File: src/rtl/ili_fill_rect_pkg.sv
// Shared definitions for the ILI9341 rectangle-fill byte source: panel
// command bytes, the fill FSM state type and the latched fill request.
package pkg_ili9341;

  localparam logic [7:0] ILI_CASET = 8'h2A;
  localparam logic [7:0] ILI_PASET = 8'h2B;
  localparam logic [7:0] ILI_RAMWR = 8'h2C;

  // Index of the last header byte (RAMWR) in the 11-byte window sequence.
  localparam logic [3:0] HDR_LAST = 4'd10;

  typedef enum logic [1:0] {
    ST_IDLE,
    ST_SEND,
    ST_WAIT,
    ST_FINISH
  } e_fill_state;

  typedef struct packed {
    logic [15:0] x0;
    logic [15:0] x1;
    logic [15:0] y0;
    logic [15:0] y1;
    logic [15:0] color;
  } st_fill_req;

endpackage

File: src/rtl/ili_fill_rect_if.sv
// Byte stream between the fill source and spi_ctrl/spi_shift: one byte per
// send/byte_sent handshake, tagged with its D/C level and the panel CS.
interface ili_fill_rect_if;
  logic       send;
  logic [7:0] data;
  logic       dc;
  logic       cs;
  logic       byte_sent;

  modport master (output send, output data, output dc, output cs, input byte_sent);
  modport slave  (input send, input data, input dc, input cs, output byte_sent);
endinterface

File: src/rtl/ili_fill_rect_pix_cnt.sv
// Column/row walker for the pixel phase: x runs x0..x1, then wraps back to
// x0 while y steps down one row. o_last flags the bottom-right pixel.
// With ILI_FILL_CHECKER_EN it also exposes the checkerboard parity.
module ili_pix_cnt (
  input  logic        clk,
  input  logic        rst,
  input  logic        i_load,
  input  logic        i_adv,
  input  logic [15:0] i_x0,
  input  logic [15:0] i_x1,
  input  logic [15:0] i_y0,
  input  logic [15:0] i_y1,
`ifdef ILI_FILL_CHECKER_EN
  output logic        o_parity,
`endif
  output logic        o_last
);

  logic [15:0] r_x;
  logic [15:0] r_y;
  logic        w_row_end;

  assign w_row_end = (r_x == i_x1);
  assign o_last    = w_row_end && (r_y == i_y1);
`ifdef ILI_FILL_CHECKER_EN
  assign o_parity  = r_x[0] ^ r_y[0];
`endif

  // Load the top-left corner, then advance one pixel per completed colour.
  always_ff @(posedge clk or posedge rst) begin
    if (rst) begin
      r_x <= '0;
      r_y <= '0;
    end else if (i_load) begin
      r_x <= i_x0;
      r_y <= i_y0;
    end else if (i_adv) begin
      if (w_row_end) begin
        r_x <= i_x0;
        r_y <= r_y + 16'd1;
      end else begin
        r_x <= r_x + 16'd1;
      end
    end
  end

endmodule

File: src/rtl/ili_fill_rect.sv
// ILI9341 rectangle fill: on a start strobe emits CASET/PASET/RAMWR with the
// window coordinates, then the RGB565 colour for every pixel, one byte per
// send/byte_sent handshake. Optional checkerboard pattern is enabled by
// defining ILI_FILL_CHECKER_EN (adds i_color_alt and i_checker).
module ili_fill_rect
  import pkg_ili9341::*;
#(
  parameter int LCD_W = 240,
  parameter int LCD_H = 320
) (
  input  logic        clk,
  input  logic        rst,
  input  logic        i_start,
  input  logic [15:0] i_x0,
  input  logic [15:0] i_x1,
  input  logic [15:0] i_y0,
  input  logic [15:0] i_y1,
  input  logic [15:0] i_color,
`ifdef ILI_FILL_CHECKER_EN
  input  logic [15:0] i_color_alt,
  input  logic        i_checker,
`endif
  ili_fill_rect_if.master spi,
  output logic        o_busy,
  output logic        o_done,
  output logic        o_err
);

  e_fill_state r_state;
  e_fill_state w_next;
  st_fill_req  r_req;
  logic [3:0]  r_hdr_idx;
  logic        r_pix_phase;
  logic        r_lo;
  logic        r_err;

  logic        w_valid;
  logic        w_start_ok;
  logic        w_start_bad;
  logic        w_ack;
  logic        w_last_pix;
  logic        w_last_byte;
  logic        w_cnt_load;
  logic        w_cnt_adv;
  logic        w_active;
  logic [7:0]  w_hdr_byte;
  logic        w_hdr_dc;
  logic [15:0] w_pix_color;
  logic [7:0]  w_byte;
  logic        w_dc;

  assign w_valid = (i_x1 >= i_x0) && (i_y1 >= i_y0) &&
                   (i_x1 < 16'(LCD_W)) && (i_y1 < 16'(LCD_H));
  assign w_start_ok  = i_start && (r_state == ST_IDLE) && w_valid;
  assign w_start_bad = i_start && (r_state == ST_IDLE) && !w_valid;
  assign w_ack       = (r_state == ST_WAIT) && spi.byte_sent;
  assign w_last_byte = r_pix_phase && r_lo && w_last_pix;
  assign w_cnt_load  = w_ack && !r_pix_phase && (r_hdr_idx == HDR_LAST);
  assign w_cnt_adv   = w_ack && r_pix_phase && r_lo && !w_last_pix;

  // State register; reset drops straight back to IDLE, which releases CS.
  always_ff @(posedge clk or posedge rst) begin
    if (rst) r_state <= ST_IDLE;
    else     r_state <= w_next;
  end

  // Next state: one SEND cycle per byte, then wait for the shifter's ack.
  always_comb begin
    w_next = r_state;
    case (r_state)
      ST_IDLE:   if (w_start_ok) w_next = ST_SEND;
      ST_SEND:   w_next = ST_WAIT;
      ST_WAIT:   if (w_ack) w_next = w_last_byte ? ST_FINISH : ST_SEND;
      ST_FINISH: w_next = ST_IDLE;
      default:   w_next = ST_IDLE;
    endcase
  end

  // Latch the request on an accepted start and step the byte position on
  // every ack; rejected starts only raise the error pulse.
  always_ff @(posedge clk or posedge rst) begin
    if (rst) begin
      r_req       <= '0;
      r_hdr_idx   <= '0;
      r_pix_phase <= 1'b0;
      r_lo        <= 1'b0;
      r_err       <= 1'b0;
    end else begin
      r_err <= w_start_bad;
      if (w_start_ok) begin
        r_req.x0    <= i_x0;
        r_req.x1    <= i_x1;
        r_req.y0    <= i_y0;
        r_req.y1    <= i_y1;
        r_req.color <= i_color;
        r_hdr_idx   <= '0;
        r_pix_phase <= 1'b0;
        r_lo        <= 1'b0;
      end else if (w_ack) begin
        if (!r_pix_phase) begin
          if (r_hdr_idx == HDR_LAST) r_pix_phase <= 1'b1;
          else                       r_hdr_idx   <= r_hdr_idx + 4'd1;
        end else begin
          r_lo <= ~r_lo;
        end
      end
    end
  end

`ifdef ILI_FILL_CHECKER_EN
  logic [15:0] r_color_alt;
  logic        r_checker;
  logic        w_parity;

  // Checkerboard settings are captured with the rest of the request.
  always_ff @(posedge clk or posedge rst) begin
    if (rst) begin
      r_color_alt <= '0;
      r_checker   <= 1'b0;
    end else if (w_start_ok) begin
      r_color_alt <= i_color_alt;
      r_checker   <= i_checker;
    end
  end

  assign w_pix_color = (r_checker && w_parity) ? r_color_alt : r_req.color;
`else
  assign w_pix_color = r_req.color;
`endif

  ili_pix_cnt u_pix_cnt (
    .clk      (clk),
    .rst      (rst),
    .i_load   (w_cnt_load),
    .i_adv    (w_cnt_adv),
    .i_x0     (r_req.x0),
    .i_x1     (r_req.x1),
    .i_y0     (r_req.y0),
    .i_y1     (r_req.y1),
`ifdef ILI_FILL_CHECKER_EN
    .o_parity (w_parity),
`endif
    .o_last   (w_last_pix)
  );

  // Header byte for the current index; commands go out with D/C low.
  always_comb begin
    w_hdr_byte = 8'h00;
    w_hdr_dc   = 1'b1;
    case (r_hdr_idx)
      4'd0:  begin w_hdr_byte = ILI_CASET; w_hdr_dc = 1'b0; end
      4'd1:  w_hdr_byte = r_req.x0[15:8];
      4'd2:  w_hdr_byte = r_req.x0[7:0];
      4'd3:  w_hdr_byte = r_req.x1[15:8];
      4'd4:  w_hdr_byte = r_req.x1[7:0];
      4'd5:  begin w_hdr_byte = ILI_PASET; w_hdr_dc = 1'b0; end
      4'd6:  w_hdr_byte = r_req.y0[15:8];
      4'd7:  w_hdr_byte = r_req.y0[7:0];
      4'd8:  w_hdr_byte = r_req.y1[15:8];
      4'd9:  w_hdr_byte = r_req.y1[7:0];
      4'd10: begin w_hdr_byte = ILI_RAMWR; w_hdr_dc = 1'b0; end
      default: w_hdr_byte = 8'h00;
    endcase
  end

  assign w_byte   = r_pix_phase ? (r_lo ? w_pix_color[7:0] : w_pix_color[15:8]) : w_hdr_byte;
  assign w_dc     = r_pix_phase ? 1'b1 : w_hdr_dc;
  assign w_active = (r_state == ST_SEND) || (r_state == ST_WAIT);

  // Byte position only moves on an ack, so data/D/C hold through WAIT.
  assign spi.send = (r_state == ST_SEND);
  assign spi.data = w_active ? w_byte : 8'h00;
  assign spi.dc   = w_active && w_dc;
  assign spi.cs   = !w_active;
  assign o_busy   = w_active;
  assign o_done   = (r_state == ST_FINISH);
  assign o_err    = r_err;

endmodule

File: src/flat_wrapper.sv
// flat-port wrapper written by rule: the top's interface ports become plain ports
module ili_fill_rect_flat import pkg_ili9341::*;
#(
  parameter int LCD_W = 240,
  parameter int LCD_H = 320
)
  (clk, rst, i_start, i_x0, i_x1, i_y0, i_y1, i_color, o_busy, o_done, o_err, spi_send, spi_data, spi_dc, spi_cs, spi_byte_sent);
  ili_fill_rect_if spi_i ();
  input  logic clk;
  input  logic rst;
  input  logic i_start;
  input  logic [15:0] i_x0;
  input  logic [15:0] i_x1;
  input  logic [15:0] i_y0;
  input  logic [15:0] i_y1;
  input  logic [15:0] i_color;
  output logic o_busy;
  output logic o_done;
  output logic o_err;
  output wire logic [$bits(spi_i.send)-1:0] spi_send;
  output wire logic [$bits(spi_i.data)-1:0] spi_data;
  output wire logic [$bits(spi_i.dc)-1:0] spi_dc;
  output wire logic [$bits(spi_i.cs)-1:0] spi_cs;
  input wire logic [$bits(spi_i.byte_sent)-1:0] spi_byte_sent;
  assign spi_send = spi_i.send;
  assign spi_data = spi_i.data;
  assign spi_dc = spi_i.dc;
  assign spi_cs = spi_i.cs;
  assign spi_i.byte_sent = spi_byte_sent;
  ili_fill_rect #(.LCD_W(LCD_W), .LCD_H(LCD_H)) u_core (.clk(clk), .rst(rst), .i_start(i_start), .i_x0(i_x0), .i_x1(i_x1), .i_y0(i_y0), .i_y1(i_y1), .i_color(i_color), .spi(spi_i), .o_busy(o_busy), .o_done(o_done), .o_err(o_err));
endmodule
File: config.mk
export PLATFORM = sky130hd
export DESIGN_NAME = ili_fill_rect_flat
export DESIGN_NICKNAME = d
export VERILOG_FILES = /design/src/rtl/ili_fill_rect_pkg.sv /design/src/rtl/ili_fill_rect_if.sv /design/src/rtl/ili_fill_rect_pix_cnt.sv /design/src/rtl/ili_fill_rect.sv /design/src/flat_wrapper.sv
export SDC_FILE = /design/constraint.sdc
export NUM_CORES = 1
export LEC_CHECK = 0
export CORE_AREA = 2 2 113 137
export DETAILED_ROUTE_END_ITERATION = 10
export DIE_AREA = 0 0 115 139
export DONT_BUFFER_PORTS = 1
export PLACE_DENSITY = 0.73
export SYNTH_ARGS = -nofsm -noshare
export SYNTH_HDL_FRONTEND = slang
export SYNTH_SLANG_ARGS = --single-unit
File: constraint.sdc
create_clock -name clk -period 6.5 [get_ports clk]
set_input_delay 0.975 -clock clk [delete_from_list [all_inputs] [get_ports clk]]
set_output_delay 0.975 -clock clk [all_outputs]
set_load 0.02 [all_outputs]
==> flow_summary.ini <==
[outcome]
status = finished clean

[detailed_routing]
totalWireLength_mm = 19.2
first_pass_iters = 6
drt_iter0_markers = 379
avgViaCountPerCell = 6.34
route.detailed.drc = 0
ant_nets = 0
vias = 5610
wire_per_inst_um = 21.7

[critical_path]
crit_start = u_core.r_hdr_idx[0]
worstSetupStartpointType = flip-flop
crit_family = simple AND/OR/NAND/NOR gates
path_cells = inv_1, ha_1, or3_1, nor2_1, nor3_1, o21ai_0, a21oi_1
worst-path-buf-inv = 1
path_class = flip-flop to primary output
crit_path_max_incr_delay_ps = 680
crit_fanout = 20
endpoint_kind = primary output
cp.arrival_ps = 3350
r2r_start = u_core.r_hdr_idx[0]
cpMaxStageDelayCell = nor3_1
worstPathRequired_ps = 5520

[floorplanning]
ios = 98
num_rows = 49
coreArea_um2 = 14700
die_y_um = 139
die_width_um = 115
dieArea_um2 = 16000
initial_core_util_pct = 49.0

[flow_run]
drv_cap = 0

[sta]
min_period_over_period_pct = 66.5
relSlewSlack_pct = 36.0
setup_tns_ps = 0
worst_slew_pin_slew_ps = 957
fin_skew_ps = 9.93
rsz0062_at_grt = no
finalSetupViolations = 0
final_hold_viol_count = 0
min_period_ps = 4320
slew_viol_final = 0
hold_ws_ps = 471
max_freq_mhz = 231
fin_ws_ps = 2180

[synth]
seq_area_frac_synth_pct = 42.0
yosysMostFrequentCell = dfrtp_1
netlist_top_cells_area = dfrtp_1 (42%), mux2_2 (12%), ha_1 (7.5%), xor2_1 (4.6%), nand2_1 (2.5%)
ys_types = 62
synthTopCellsByCount = dfrtp_1 (121), mux2_2 (74), nand2_1 (48)
synth-edff-count = 0
ys_warn_count = 0
syn_avg_cell_area_um2 = 10.2
synth_top_cell_by_area = dfrtp_1
syn_nets = 834
syn_area_um2 = 7200
ys_seq_elements = 121
synth_top_area_share_pct = 42.0
ys.flop_type = dfrtp_1
synthCells = 707
postSynth.asyncResetShare_pct = 100

[grt]
grt_pass1_vias = 5676
grt-ovfl-total = 0
grt_pass1_wl_mm = 30.5
grt_max_degree = 75
grt_usage_pct = 24.7
antenna_found_initial = 1

[cts]
ctsHoldBuffers = 0
postCtsSetupRepairBufs = 0
cts_tree = done
cts_max_path_buffers = 2
cts_resized = 0
clock-sinks = 121
cts_buffers = 17
root_buffer = clkbuf_16
clk_pin_slew_ps = 60
worstSkewPairLatency_ps = 430
cts.htree.levels = 4

[layout]
fin_nets = 821
n_antenna_cell = 0
area_growth_pct = 9.52
final_util_pct = 53.6
drive_above_1_share_pct = 17.8

[placement]
place.gp.congestion = 0.953
hpwlAfterDp_mm = 14.2
pre_cts_ws_ps = 2610
place.port_buffers = 0

[power]
p_leak_nw = 3.90
power_density_nw_per_um2 = 306
ir_drop_mv = 0.130
p_total_mw = 2.41

[worst_hold_path]
min_path_type = primary input to asynchronous set/reset pin
## cell families (layout without fill, tap and decap cells)
group | Yosys count | in the layout | synth area share, %
AO/OA/AOI/OAI | 148 | 148 | 13.9
buffers and inverters | 84 | 84 | 5.26
AND/OR/NAND/NOR | 182 | 182 | 13.0
flip-flops | 121 | 121 | 42.0
XOR/XNOR | 52 | 52 | 6.32
multiplexers | 77 | 77 | 12.0
adder cells (fa/ha/maj) | 43 | 43 | 7.47
## worst reg2reg max path, delay by kind of cell (launching register included)
family | cells | cell delay, ps
and+or+nand+nor | 4 | 1630
adders and majority gates | 1 | 460
DFF | 1 | 420
AOI/OAI and AO/OA | 2 | 370
buffers and inverters | 2 | 360
## per-stage QoR
step / instance area [um^2] / std cells
6_report: 7890 / 885
5_1_grt: 7890 / 885
4_1_cts: 7890 / 885
3_5_place_dp: 7270 / 853
3_3_place_gp: 7270 / 853
2_1_floorplan: 7200 / 707
## power breakdown
part           internal, mW  total (mW)  switching (mW)  leakage, nW
Clock                 0.609       0.990           0.380        0.299
Combinational         0.183       0.546           0.363         1.94
Sequential            0.791       0.879          0.0881         1.66
## sequential cells by signal, summed over array words and instances, names as in the netlist
name / flops
u_core.r_lo: 1
u_core.w_pix_color: 16
u_core.r_hdr_idx: 4
u_core.o_err: 1
u_core.r_state: 2
u_core.u_pix_cnt.r_y: 16
u_core.r_req: 64
u_core.r_pix_phase: 1
u_core.u_pix_cnt.r_x: 16
## final cells by class
| class | instances | area (um^2) |
|---|---|---|
| Clock buffer | 17 | 425 |
| Multi-Input combinational cell | 502 | 3810 |
| Timing Repair Buffer | 4 | 30.0 |
| Inverter | 48 | 183 |
| Fill cell | 1264 | 6830 |
| Tap cell | 178 | 223 |
| Clock inverter | 15 | 190 |
| Sequential cell | 121 | 3030 |
## worst paths after layout
path	endpoint	slack [ps]	depth (start not counted)
max	spi_data[0]	2180	7
min	u_core.r_req[17]	470	1
max reg2reg	u_core.u_pix_cnt.r_x[5]	3140	9
min reg2reg	u_core.w_pix_color[10]	500	1
max in group asynchronous	u_core.r_req[58]	4700	2
min in group clk	u_core.w_pix_color[10]	500	1
## metal layers
metal / global-route usage, % / wire length, um / part of all wire (%) / up-vias
li1: - / - / - / 2539
met1: 28.2 / 6950 / 36 / 2745
met2: 41.6 / 9780 / 51 / 236
met3: 5.59 / 1240 / 6.5 / 90
met4: 14.9 / 1230 / 6.4 / 0
met5: 0 / 0 / 0 / -
## cell usage in the layout, fill, tap and decap left out, drive strengths merged, types with 3 or more instances in the layout
cell and n:
nand3 14, o22ai 8, nand4 23, a22oi 14, nor2b 16, a21oi 32
xnor2 14, a22o 3, a221oi 8, a31oi 6, clkbuf 17, clkinv 7
dfrtp 121, xor2 38, a211oi 4, nand2 48, nor3 9, and3 8
a32oi 3, a222oi 6, mux2 74, or3 5, nand2b 3, nor2 38
o21ai 36, mux2i 3, ha 43, inv 52, buf 4, nor4 12
bufinv 3
Note: power is estimated with default switching activity, not from simulation.
